## src/rtl/shift_seq_ctrl_pkg.sv

```systemverilog
// Shared types and constants for the shift-chain sequencer.
package shift_seq_ctrl_pkg;

   localparam int DEF_WIDTH = 8;
   localparam int DEF_DEPTH = 4;
   localparam int DEF_PRESC = 4;

   typedef enum logic [1:0] {
      IDLE  = 2'd0,
      SHIFT = 2'd1,
      FLUSH = 2'd2,
      DONE  = 2'd3
   } state_e;

   // Ticks per transfer: WIDTH bits sent, then DEPTH ticks to flush the chain.
   function automatic int total_ticks(input int width, input int depth);
      return width + depth;
   endfunction

endpackage

```

## src/rtl/shift_tick_gen.sv

```systemverilog
// Prescaler producing a one-cycle tick every PRESC enabled cycles.
// A synchronous clear restarts the count so the first tick lands exactly
// PRESC enabled cycles after the clear.
module shift_tick_gen
   import shift_seq_ctrl_pkg::*;
#(
   parameter int PRESC = DEF_PRESC
) (
   input  logic clk_i,
   input  logic rst_i,
   input  logic clr_i,
   input  logic en_i,
   output logic tick_o
);

   localparam int              CW   = $clog2(PRESC + 1);
   localparam logic [CW-1:0]   LAST = CW'(PRESC - 1);

   logic [CW-1:0] cnt_q;
   logic [CW-1:0] cnt_d;

   assign tick_o = en_i & ~clr_i & (cnt_q == LAST);

   // Next count: clear wins, otherwise count enabled cycles and wrap on the tick.
   always_comb begin
      // NOTE: default first so every path assigns cnt_d and no latch is inferred.
      cnt_d = cnt_q;
      if (clr_i) begin
         cnt_d = '0;
      end else if (en_i) begin
         if (cnt_q == LAST) cnt_d = '0;
         else               cnt_d = cnt_q + 1'b1;
      end
   end

   // Count register.
   always_ff @(posedge clk_i or negedge rst_i) begin
      // NOTE: non-blocking so every flop samples pre-edge values.
      if (!rst_i) cnt_q <= '0;
      else        cnt_q <= cnt_d;
   end

endmodule

```

## src/rtl/shift_seq_ctrl.sv

```systemverilog
// Sequencer for a serial-in/serial-out flip-flop chain: loads a word on
// start, shifts it out LSB first on prescaled ticks, flushes DEPTH stages and
// reassembles the returning bits into data_o with a done pulse.
// Optional build macro SHIFT_SEQ_CTRL_CHECK_EN keeps a copy of the sent word
// and flags err_o with done_o when the returned word differs.
module shift_seq_ctrl
   import shift_seq_ctrl_pkg::*;
#(
   parameter int WIDTH = DEF_WIDTH,
   parameter int DEPTH = DEF_DEPTH,
   parameter int PRESC = DEF_PRESC
) (
   input  logic             clk_i,
   input  logic             rst_i,
   input  logic             start_i,
   input  logic [WIDTH-1:0] data_i,
   output logic             busy_o,
   output logic             done_o,
   output logic [WIDTH-1:0] data_o,
   output logic             err_o,
   output logic             sd_o,
   output logic             sen_o,
   input  logic             sq_i
);

   localparam int            TOTAL  = total_ticks(WIDTH, DEPTH);
   localparam int            KW     = $clog2(TOTAL + 1);
   localparam logic [KW-1:0] K_SEND = KW'(WIDTH - 1);
   localparam logic [KW-1:0] K_LAST = KW'(TOTAL - 1);
   localparam logic [KW-1:0] K_CAP  = KW'(DEPTH);

   state_e           state_q, state_d;
   logic [KW-1:0]    k_q, k_d;
   logic [WIDTH-1:0] sreg_q, sreg_d;
   logic [WIDTH-1:0] cap_q, cap_d;
   logic [WIDTH-1:0] data_q, data_d;
   logic             busy_q, busy_d;
   logic             done_q, done_d;
   logic [WIDTH:0]   cap_shift;
   logic             accept;
   logic             tick;

`ifdef SHIFT_SEQ_CTRL_CHECK_EN
   logic [WIDTH-1:0] sent_q, sent_d;
   logic             err_q, err_d;
`endif

   assign accept    = start_i & ~busy_q;
   // New capture bit enters at the MSB so LSB-first bits settle in order.
   assign cap_shift = {sq_i, cap_q};

   shift_tick_gen #(
      .PRESC (PRESC)
   ) u_tick (
      .clk_i  (clk_i),
      .rst_i  (rst_i),
      .clr_i  (accept),
      .en_i   (busy_q),
      .tick_o (tick)
   );

   // Transfer sequencing: accept, per-tick send/capture, completion.
   always_comb begin
      state_d = state_q;
      k_d     = k_q;
      sreg_d  = sreg_q;
      cap_d   = cap_q;
      data_d  = data_q;
      busy_d  = busy_q;
      done_d  = 1'b0;
`ifdef SHIFT_SEQ_CTRL_CHECK_EN
      sent_d  = sent_q;
      err_d   = 1'b0;
`endif
      case (state_q)
         IDLE, DONE: begin
            state_d = IDLE;
            if (accept) begin
               state_d = SHIFT;
               busy_d  = 1'b1;
               k_d     = '0;
               sreg_d  = data_i;
`ifdef SHIFT_SEQ_CTRL_CHECK_EN
               sent_d  = data_i;
`endif
            end
         end
         SHIFT, FLUSH: begin
            if (tick) begin
               // Shifting in zeros makes sd_o drive 0 during the flush ticks.
               sreg_d = sreg_q >> 1;
               k_d    = k_q + 1'b1;
               // Earlier ticks see stale chain contents and are discarded.
               if (k_q >= K_CAP) cap_d = cap_shift[WIDTH:1];
               if (k_q == K_SEND) state_d = FLUSH;
               if (k_q == K_LAST) begin
                  state_d = DONE;
                  busy_d  = 1'b0;
                  done_d  = 1'b1;
                  data_d  = cap_d;
`ifdef SHIFT_SEQ_CTRL_CHECK_EN
                  err_d   = (cap_d != sent_q);
`endif
               end
            end
         end
         default: state_d = IDLE;
      endcase
   end

   // State and datapath registers; the chain itself is never reset from here.
   always_ff @(posedge clk_i or negedge rst_i) begin
      if (!rst_i) begin
         state_q <= IDLE;
         k_q     <= '0;
         sreg_q  <= '0;
         cap_q   <= '0;
         data_q  <= '0;
         busy_q  <= 1'b0;
         done_q  <= 1'b0;
`ifdef SHIFT_SEQ_CTRL_CHECK_EN
         sent_q  <= '0;
         err_q   <= 1'b0;
`endif
      end else begin
         state_q <= state_d;
         k_q     <= k_d;
         sreg_q  <= sreg_d;
         cap_q   <= cap_d;
         data_q  <= data_d;
         busy_q  <= busy_d;
         done_q  <= done_d;
`ifdef SHIFT_SEQ_CTRL_CHECK_EN
         sent_q  <= sent_d;
         err_q   <= err_d;
`endif
      end
   end

   assign busy_o = busy_q;
   assign done_o = done_q;
   assign data_o = data_q;
   assign sd_o   = sreg_q[0];
   assign sen_o  = tick;
`ifdef SHIFT_SEQ_CTRL_CHECK_EN
   assign err_o  = err_q;
`else
   assign err_o  = 1'b0;
`endif

endmodule

```

## config.mk

```make
export PLATFORM = sky130hd
export DESIGN_NAME = shift_seq_ctrl
export DESIGN_NICKNAME = d
export VERILOG_FILES = /design/src/rtl/shift_seq_ctrl_pkg.sv /design/src/rtl/shift_tick_gen.sv /design/src/rtl/shift_seq_ctrl.sv
export SDC_FILE = /design/constraint.sdc
export NUM_CORES = 1
export LEC_CHECK = 0
export CORE_AREA = 4 4 59 61
export CTS_CLUSTER_DIAMETER = 120
export CTS_CLUSTER_SIZE = 24
export DETAILED_ROUTE_END_ITERATION = 12
export DIE_AREA = 0 0 63 65
export GPL_TIMING_DRIVEN = 0
export HOLD_SLACK_MARGIN = 0.03
export PLACE_DENSITY = 0.8
export SLEW_MARGIN = 20
export SYNTH_ARGS = -nofsm -noshare
export SYNTH_HDL_FRONTEND = slang
export SYNTH_SLANG_ARGS = --single-unit
```

## constraint.sdc

```tcl
create_clock -name clk_i -period 3.8 [get_ports clk_i]
set_clock_uncertainty 0.15 [all_clocks]
set_input_delay 0.95 -clock clk_i [delete_from_list [all_inputs] [get_ports clk_i]]
set_output_delay 0.95 -clock clk_i [all_outputs]
set_load 0.01 [all_outputs]
```

==> reports/qor.yml, run 1 <==
setup_viol: 0
yosys_warnings: 0
num_antenna_cells: 0
critical_path_arrival_ns: 2.06
layout.nets: 166
cts_resized: 0
grt_overflow: 0
power_leakage_uw: 0.000889
final_cell_mix: "dfrtp_1 (34), mux2_2 (29), clkdlybuf4s50_1 (22)"
clkLatencyLatePin_ns: 0.34
start_util_pct: 53.9
die_w_um: 63
synth.distinct_cells: 36
path_cells: "ha_1 > nand3b_1 > inv_1 > clkdlybuf4s50_1"
io_pins: 25
timing.fmax_ghz: 0.317
grt_antenna_before_repair: 0
fin_crit_sh_pct: 83.1
drt_iter0_markers: 40
max-vdd-ir-drop_uv: 342
gp_congestion: 0.737
ant_nets: 0
postCtsSetupBuffers: 0
row_count: 20
grt.total_usage_pct: 16.7
ctsHoldBuffers: 0
hold_class: "primary input to async pin"
worstPathRequired_ns: 2.70
cap_violations: 0
synth_area_um2: 1600
cts_root_buf: "clkbuf_4"
die_height_um: 65
layout-drive-gt1-share_pct: 32.0
final_common_cell: "dfrtp_1"
dieArea_um2: 4100
synth-seq-cells: 34
cp-end-kind: "output port"
cp_max_fo: 5
start_kind: "flop"
grt_max_degree: 24
power.density_nw_per_um2: 663
viasPerCell: 5.61
n_fill_cell: 229
max-clock-path-buffers: 2
path_class: "flop to output port"
routed_wirelength_mm: 2.83
port-buffer-count: 23
vias: 1043
multi_input_area_um2: 708
clkSlewWorstSetupHoldPaths_ns: 0.11
crit_slowest_cell: "clkdlybuf4s50_1"
drt-pass1-iter-count: 4
status: "finished clean"
synth.avg_cell_area_um2: 13.3
grt_pass1_wl_mm: 5.20
crit_buf_inv: 2
setup-tns-final_ns: 0
core_area_um2: 2980
slew_violations: 0
cpPeakStageDelay_ns: 0.56
fin_cells: 186
regArea_um2: 851
synth_cells: 121
critPathTopFamily: "buffers and inverters"
dp.cells: 178
rsz0062_at_grt: "false"
wl_per_cell_um: 15.2
syn_nets: 135
cts_tree: "built"
htreeDepth: 2
grt_pass1_vias: 1099
drc: 0
hold_viol_final: 0
yosysSeqAreaShare_pct: 53.0
place_hpwl_mm: 2.03
area_growth_pct: 25.0
cts_sinks: 34
fin_crit_ns: 3.16
numCtsBuffers: 5
-- registers in the layout, summed over array words and instances (netlist names) --
name	count
data_o	8
sreg_q	8
cap_q	7
k_q	4
u_tick.cnt_q	3
state_q	2
busy_o	1
done_o	1
-- Yosys cell counts (all sizes together) --
| library cell | instances | area share, % |
|---|---|---|
| nor3b | 1 | 0.47 |
| o22a | 1 | 0.55 |
| nor2 | 2 | 0.47 |
| o22ai | 2 | 0.78 |
| nand4b | 1 | 0.55 |
| and3 | 1 | 0.39 |
| nand3 | 3 | 0.94 |
| nand2 | 6 | 1.4 |
| nand3b | 4 | 1.9 |
| dfrtp | 34 | 53 |
| a21bo | 1 | 0.62 |
| a21boi | 1 | 0.47 |
| buf | 4 | 1.4 |
| or3 | 1 | 0.39 |
| or4 | 1 | 0.47 |
| nor4b | 1 | 0.55 |
| nand2b | 3 | 1.2 |
| ha | 2 | 1.6 |
| xor2 | 2 | 1.1 |
| mux2i | 2 | 2.0 |
| a211oi | 1 | 0.47 |
| o21ai | 2 | 0.62 |
| o31ai | 1 | 0.47 |
| o221a | 1 | 0.70 |
| clkbuf | 2 | 0.47 |
| a32o | 1 | 0.62 |
| mux2 | 29 | 20 |
| a21oi | 1 | 0.31 |
| conb | 1 | 0.23 |
| o221ai | 1 | 0.55 |
| inv | 4 | 0.94 |
| xnor2 | 1 | 1.7 |
| nor3 | 3 | 2.3 |
-- metrics by stage --
step	setup WS (ns)	util [%]	hold WS, ns	total power (uW)	instance area [um^2]
floorplan	1.65	-	0.309	872	1600
global placement	0.956	63.0	0.326	975	1880
detailed placement	1.02	63.7	0.343	1000	1900
CTS	0.629	67.3	0.335	1340	2000
global route	0.481	67.3	0.323	1420	2000
finish	0.642	67.3	0.331	1330	2000
-- cell families (layout without fill, tap and decap cells) --
group	after synthesis	count (layout)	synth area share [%]
AO/OA/AOI/OAI	13	13	6.16
adder cells (fa/ha/maj)	2	2	1.56
XOR/XNOR	3	3	2.81
multiplexers	31	31	22.4
flip-flops	34	34	53.0
other	1	1	0.234
buffers and inverters	10	42	2.81
AND/OR/NAND/NOR	27	27	11.0
-- power breakdown --
group | switching (uW) | leakage [uW] | total, uW | internal, uW
Sequential | 65.0 | 0.000441 | 523 | 458
Combinational | 217 | 0.000392 | 471 | 254
Clock | 130 | 0.0000554 | 336 | 206
-- final cells by class --
class	instances	area share, %
Clock buffer	5	1.87
Clock inverter	3	3.43
Sequential cell	34	42.4
Multi-Input combinational cell	77	35.3
Tap cell	33	2.06
Buffer	6	1.50
Inverter	4	0.749
Timing Repair Buffer	24	12.6
-- metal layers --
metal	up-vias	global-route usage, %	wire, um
li1	496	-	-
met1	522	19.8	1230
met2	18	27.1	1400
met3	7	6.41	129
met4	0	6.89	63
met5	-	0	0
-- path summary, 6_finish.rpt --
path,end,slack (ns),from,cells past startpoint
setup / recovery,sen_o,0.64,u_tick.cnt_q[0]$_DFFE_PN0P_,4
hold / removal,u_tick.cnt_q[1]$_DFFE_PN0P_,0.33,rst_i,1
setup reg to reg,data_o[7]$_DFFE_PN0P_,1.65,u_tick.cnt_q[0]$_DFFE_PN0P_,4
hold reg to reg,data_o[2]$_DFFE_PN0P_,0.37,data_o[2]$_DFFE_PN0P_,1
max in group asynchronous,k_q[1]$_DFFE_PN0P_,2.75,rst_i,2
min in group clk_i,data_o[2]$_DFFE_PN0P_,0.37,data_o[2]$_DFFE_PN0P_,1
No activity file was read; power rests on OpenSTA's default activity.
==> run 2: changes to the inputs <==
Settings changed: CORE_AREA 4 4 59 61 to 4 4 64 66, DIE_AREA 0 0 63 65 to 0 0 68 70, PLACE_DENSITY 0.8 to 0.72.
Clock period 3.8 ns to 2.66 ns, I/O delays scaled along.
==> run 2 against run 1 <==
Net effect:
- non-clock buffer count rose by 1
- critical path depth is the same
- global-route usage is 2.6 points lower
- power grew 27%
- flip-flop and latch count unchanged
- critical path type unchanged
==> reports/qor.yml, run 2 (synthesis results as in run 1) <==
status: "finished clean"
cap_violations: 0  # unchanged
final_cell_mix: "dfrtp_1 (34), mux2_2 (29), clkdlybuf4s50_1 (22)"
die_w_um: 68  # +7.9%
ant_nets: 0  # unchanged
cts_sinks: 34  # unchanged
grt_overflow: 0  # unchanged
start_kind: "flop"
worstPathRequired_ns: 1.85  # -0.85 ns
grt_max_degree: 22  # -8.3%
numCtsBuffers: 5  # unchanged
clkSlewWorstSetupHoldPaths_ns: 0.10  # about the same
io_pins: 25  # unchanged
dieArea_um2: 4760  # +16%
cp_max_fo: 4  # -1
grt_antenna_before_repair: 0  # unchanged
drc: 0  # unchanged
timing.fmax_ghz: 0.397
max-vdd-ir-drop_uv: 485  # +42%
post-route-util_pct: 55.2  # -12 points
whs_ns: 0.0907  # -0.240 ns
grt_pass1_vias: 1111  # +1.1%
critical_path_arrival_ns: 1.71  # -0.35 ns
power_leakage_uw: 0.000867  # -2.5%
layout.nets: 167  # +0.60%
cp-end-kind: "output port"
max-clock-path-buffers: 2  # unchanged
num_antenna_cells: 0  # unchanged
grt.total_usage_pct: 14.0  # -2.6 points
viasPerCell: 5.11  # -8.9%
start_util_pct: 44.8  # -9.0 points
cts_root_buf: "clkbuf_4"
setup-tns-final_ns: 0  # unchanged
gp_congestion: 0.735  # -0.18%
die_height_um: 70  # +7.7%
setup_viol: 0  # unchanged
path_class: "flop to output port"
hold_viol_final: 0  # unchanged
hold_class: "primary input to async pin"
fin_crit_sh_pct: 94.8
wl_per_cell_um: 13.8  # -9.0%
grt_pass1_wl_mm: 5.09  # -2.2%
final_common_cell: "dfrtp_1"
fin_crit_ns: 2.52
area_growth_pct: 23.1
drt_iter0_markers: 61  # +53%
power.density_nw_per_um2: 853  # +29%
place_hpwl_mm: 2.05  # +0.65%
slew_violations: 0  # unchanged
cts_tree: "built"
drt-pass1-iter-count: 4  # unchanged
htreeDepth: 2  # unchanged
core_area_um2: 3580  # +20%
vias: 1027  # -1.5%
routed_wirelength_mm: 2.78  # -1.7%
layout-drive-gt1-share_pct: 32.7  # +0.65 points
clkLatencyLatePin_ns: 0.33  # about the same
row_count: 22  # +10%
port-buffer-count: 23  # unchanged
rsz0062_at_grt: "false"
-- run 2: cell count changes in the layout (fill, tap and decap cells not counted), sizes merged --
cell	change
clkinv	+1
bufinv	-2
buf	+1
-- run 2: power breakdown --
part | switching (uW) | leakage, uW | internal, uW | total (uW)
Sequential | 91.2 | 0.000441 | 655 | 746
Clock | 163 | 0.0000308 | 94.9 | 257
Combinational | 308 | 0.000394 | 373 | 680
Total | 561 | 0.000867 | 1120 | 1680
-- run 2: path summary, 6_finish.rpt --
kind	startpoint	endpoint	slack, ns	depth (start not counted)
worst max-delay path	u_tick.cnt_q[0]$_DFFE_PN0P_	sen_o	0.14	4
worst min-delay path	rst_i	u_tick.cnt_q[0]$_DFFE_PN0P_	0.09	1
worst max register to register	state_q[1]$_DFFE_PN0P_	sreg_q[3]$_DFFE_PN0P_	0.60	4
worst min register to register	sreg_q[6]$_DFFE_PN0P_	sreg_q[6]$_DFFE_PN0P_	0.36	1
max in group asynchronous	rst_i	k_q[0]$_DFFE_PN0P_	1.83	2
min in group clk_i	sreg_q[6]$_DFFE_PN0P_	sreg_q[6]$_DFFE_PN0P_	0.36	1
-- run 2: timing repair --
item                       in CTS  in global routing
setup endpoints to repair       1                  1
cloned                          0                  0
gates resized for setup         0                  1
buffers inserted                1                  0
hold buffers                    0                  0
-- run 2: routing by layer --
metal  wire, um  global-route usage, %  vias up
li1           -                      -      501
met1       1290                   17.8      505
met2       1330                   21.9       16
met3        113                   4.02        5
met4         53                   5.96        0
met5          0                      0        -
-- run 2: layout make-up --
type / count / area, um^2
plain buffers: 6 / 30.0
clock buffers: 5 / 37.5
clock inverters: 2 / 10.0
fillers: 319 / 1600
inverters: 4 / 15.0
multi-input cells: 77 / 711
flip-flops and latches: 34 / 851
well taps: 48 / 60.1
repair buffers: 25 / 260
-- run 2: critical path: stages (launching register included) --
cell             delay, ns
dfrtp_1               0.39
ha_2                  0.21
nand3b_1              0.11
inv_1                 0.12
clkdlybuf4s50_1       0.55
-- run 2: stage by stage --
step | setup WS (ns) | power (uW) | area, um^2 | cells
floorplan | 0.749 | 1250 | 1600 | 121
global placement | 0.0711 | 1400 | 1890 | 192
detailed placement | 0.188 | 1430 | 1920 | 193
CTS | 0.0825 | 1710 | 1970 | 201
global route | 0.00839 | 1820 | 1970 | 201
finish | 0.139 | 1680 | 1970 | 201
==> run 3: changes to the inputs <==
Settings changed: CORE_AREA 4 4 64 66 to 2 2 62 64, DIE_AREA 0 0 68 70 to 0 0 64 66, RECOVER_POWER from default to 50.
==> run 3 against run 2 <==
Net effect:
- sequential share of layout area fell by 0.78 points
- sequential power barely moved
- die area fell by 11%
- core utilization rose by 1.4 points
- critical path depth did not move
- register-to-register slack improved by 0.02 ns
- cell count rose by 0.50%
- maximum frequency fell by 1.8%
- flip-flop and latch count did not move
- critical path type unchanged
- critical endpoint unchanged
==> reports/qor.yml, run 3 (synthesis results as in run 1) <==
port-buffer-count: 23  # unchanged
power_leakage_uw: 0.000882  # +1.8%
layout-drive-gt1-share_pct: 31.2  # -1.5 points
rr_startpoint: "u_tick.cnt_q[0]$_DFFE_PN0P_"
grt_pass1_wl_mm: 4.82  # -5.2%
rsz0062_at_grt: "false"
comb_power_share_pct: 35.7  # -4.7 points
fin_total_pwr_uw: 1920  # +14%
row_count: 22  # unchanged
drc: 0  # unchanged
ctsHoldBuffers: 0  # unchanged
ant_nets: 0  # unchanged
place_hpwl_mm: 2.09  # +2.2%
grt_pass1_vias: 1073  # -3.4%
wl_per_cell_um: 14.1  # +2.2%
cts_sinks: 34  # unchanged
grt_antenna_before_repair: 0  # unchanged
r2r_cells: 5  # +1
cts_root_buf: "clkbuf_4"
fin_crit_ns: 2.57  # +0.0471 ns
grt.total_usage_pct: 15.0  # +0.97 points
busiest_layer: "met2"
cap_violations: 0  # unchanged
groute.layer.met1.usage_pct: 17.9  # +0.13 points
core_area_um2: 3550  # -0.77%
cp_max_fo: 4  # unchanged
critical_path_arrival_ns: 1.75  # +0.04 ns
grt_overflow: 0  # unchanged
drt-pass1-iter-count: 4  # unchanged
hold_class: "primary input to async pin"
viasPerCell: 5.12  # +0.28%
numCtsBuffers: 5  # unchanged
pwr-share-seq_pct: 39.0  # -5.3 points
worstMarginPinSlew_ns: 1.09
routed_wirelength_mm: 2.86  # +2.7%
die_height_um: 66  # -5.7%
setup_viol: 0  # unchanged
clkLatencyLatePin_ns: 0.32  # about the same
hold_viol_final: 0  # unchanged
grt_max_degree: 22  # unchanged
power.density_nw_per_um2: 955  # +12%
p_clk_share_pct: 25.3  # +10 points
status: "finished clean"
swShare_pct: 30.2  # -3.2 points
p_int_uw: 1340  # +19%
startpoint: "u_tick.cnt_q[0]$_DFFE_PN0P_"
drt_iter0_markers: 61  # unchanged
met3_usage_pct: 4.26  # +0.24 points
io_pins: 25  # unchanged
final_common_cell: "dfrtp_1"
htreeDepth: 2  # unchanged
cp-end-kind: "output port"
start_util_pct: 45.2  # +0.35 points
clkSlewWorstSetupHoldPaths_ns: 0.10  # about the same
vias: 1035  # +0.78%
start_kind: "flop"
n_fill_cell: 303  # -5.0%
path_class: "flop to output port"
switching_power_uw: 579  # +3.2%
dieArea_um2: 4220  # -11%
die_w_um: 64  # -5.9%
layout.nets: 167  # unchanged
fin_crit_sh_pct: 96.5  # +1.8 points
cts_tree: "built"
worstPathRequired_ns: 1.85  # about the same
max-clock-path-buffers: 2  # unchanged
num_antenna_cells: 0  # unchanged
slew_violations: 0  # unchanged
use_met2_pct: 25.3  # +3.3 points
max-vdd-ir-drop_uv: 445  # -8.3%
timing.fmax_ghz: 0.389  # -1.8%
regArea_um2: 851  # unchanged
gp_congestion: 0.773  # +5.1%
final_cell_mix: "dfrtp_1 (34), mux2_2 (29), clkdlybuf4s50_1 (21)"
maxSlewHeadroom_pct: 27.6
setup-tns-final_ns: 0  # unchanged
area_growth_pct: 25.4
multi_input_area_um2: 708  # -0.35%
## run 3: per-layer routing
layer / routed length [um] / up-vias
li1: - / 501
met1: 1280 / 509
met2: 1430 / 19
met3: 93 / 6
met4: 55 / 0
met5: 0 / -
## run 3: worst max-delay path, cell delays in order (launching register included)
cell	delay, ns
dfrtp_1	0.39
ha_1	0.23
nand3b_1	0.13
inv_1	0.13
clkdlybuf4s50_1	0.55
## run 3: layout make-up
cell class	count	area share (%)
Clock inverter	2	2.99
Tap cell	48	2.99
Clock buffer	6	2.55
Timing Repair Buffer	25	11.7
Sequential cell	34	42.3
Buffer	6	1.49
Multi-Input combinational cell	77	35.2
Inverter	4	0.747
## run 3: repair_timing
item	4_1_cts	5_1_grt
gates resized for setup	0	0
setup endpoints to repair	1	0
buffers inserted	1	0
## run 3: final timing paths
check | endpoint | slack, ns
worst max-delay path | sen_o | 0.09
worst min-delay path | u_tick.cnt_q[0]$_DFFE_PN0P_ | 0.23
worst max register to register | data_o[1]$_DFFE_PN0P_ | 0.62
worst min register to register | data_o[0]$_DFFE_PN0P_ | 0.36
max in group asynchronous | k_q[3]$_DFFE_PN0P_ | 0.70
min in group clk_i | data_o[0]$_DFFE_PN0P_ | 0.36
## run 3: power by group through the flow
| stage | Sequential [uW] | Clock (uW) | Combinational, uW |
|---|---|---|---|
| 6_report | 749 | 485 | 685 |
| 3_3_place_gp | 746 | 0 | 650 |
| 4_1_cts | 748 | 500 | 696 |
| 5_1_grt | 768 | 521 | 753 |
| 3_5_place_dp | 757 | 0 | 684 |
| 2_1_floorplan | 743 | 0 | 503 |
## run 3: stage by stage
step / worst slack (ns) / cell area (um^2) / hold slack [ns] / instances / utilization [%]
6_report: 0.0919 / 2010 / 0.226 / 202 / 56.6
5_1_grt: 0.00931 / 2010 / 0.267 / 202 / 56.6
4_1_cts: 0.0847 / 2040 / 0.0862 / 202 / 57.3
3_5_place_dp: 0.190 / 1920 / 0.344 / 193 / 54.0
3_3_place_gp: 0.0905 / 1890 / 0.328 / 192 / 53.3
2_1_floorplan: 0.749 / 1600 / 0.219 / 121 / -
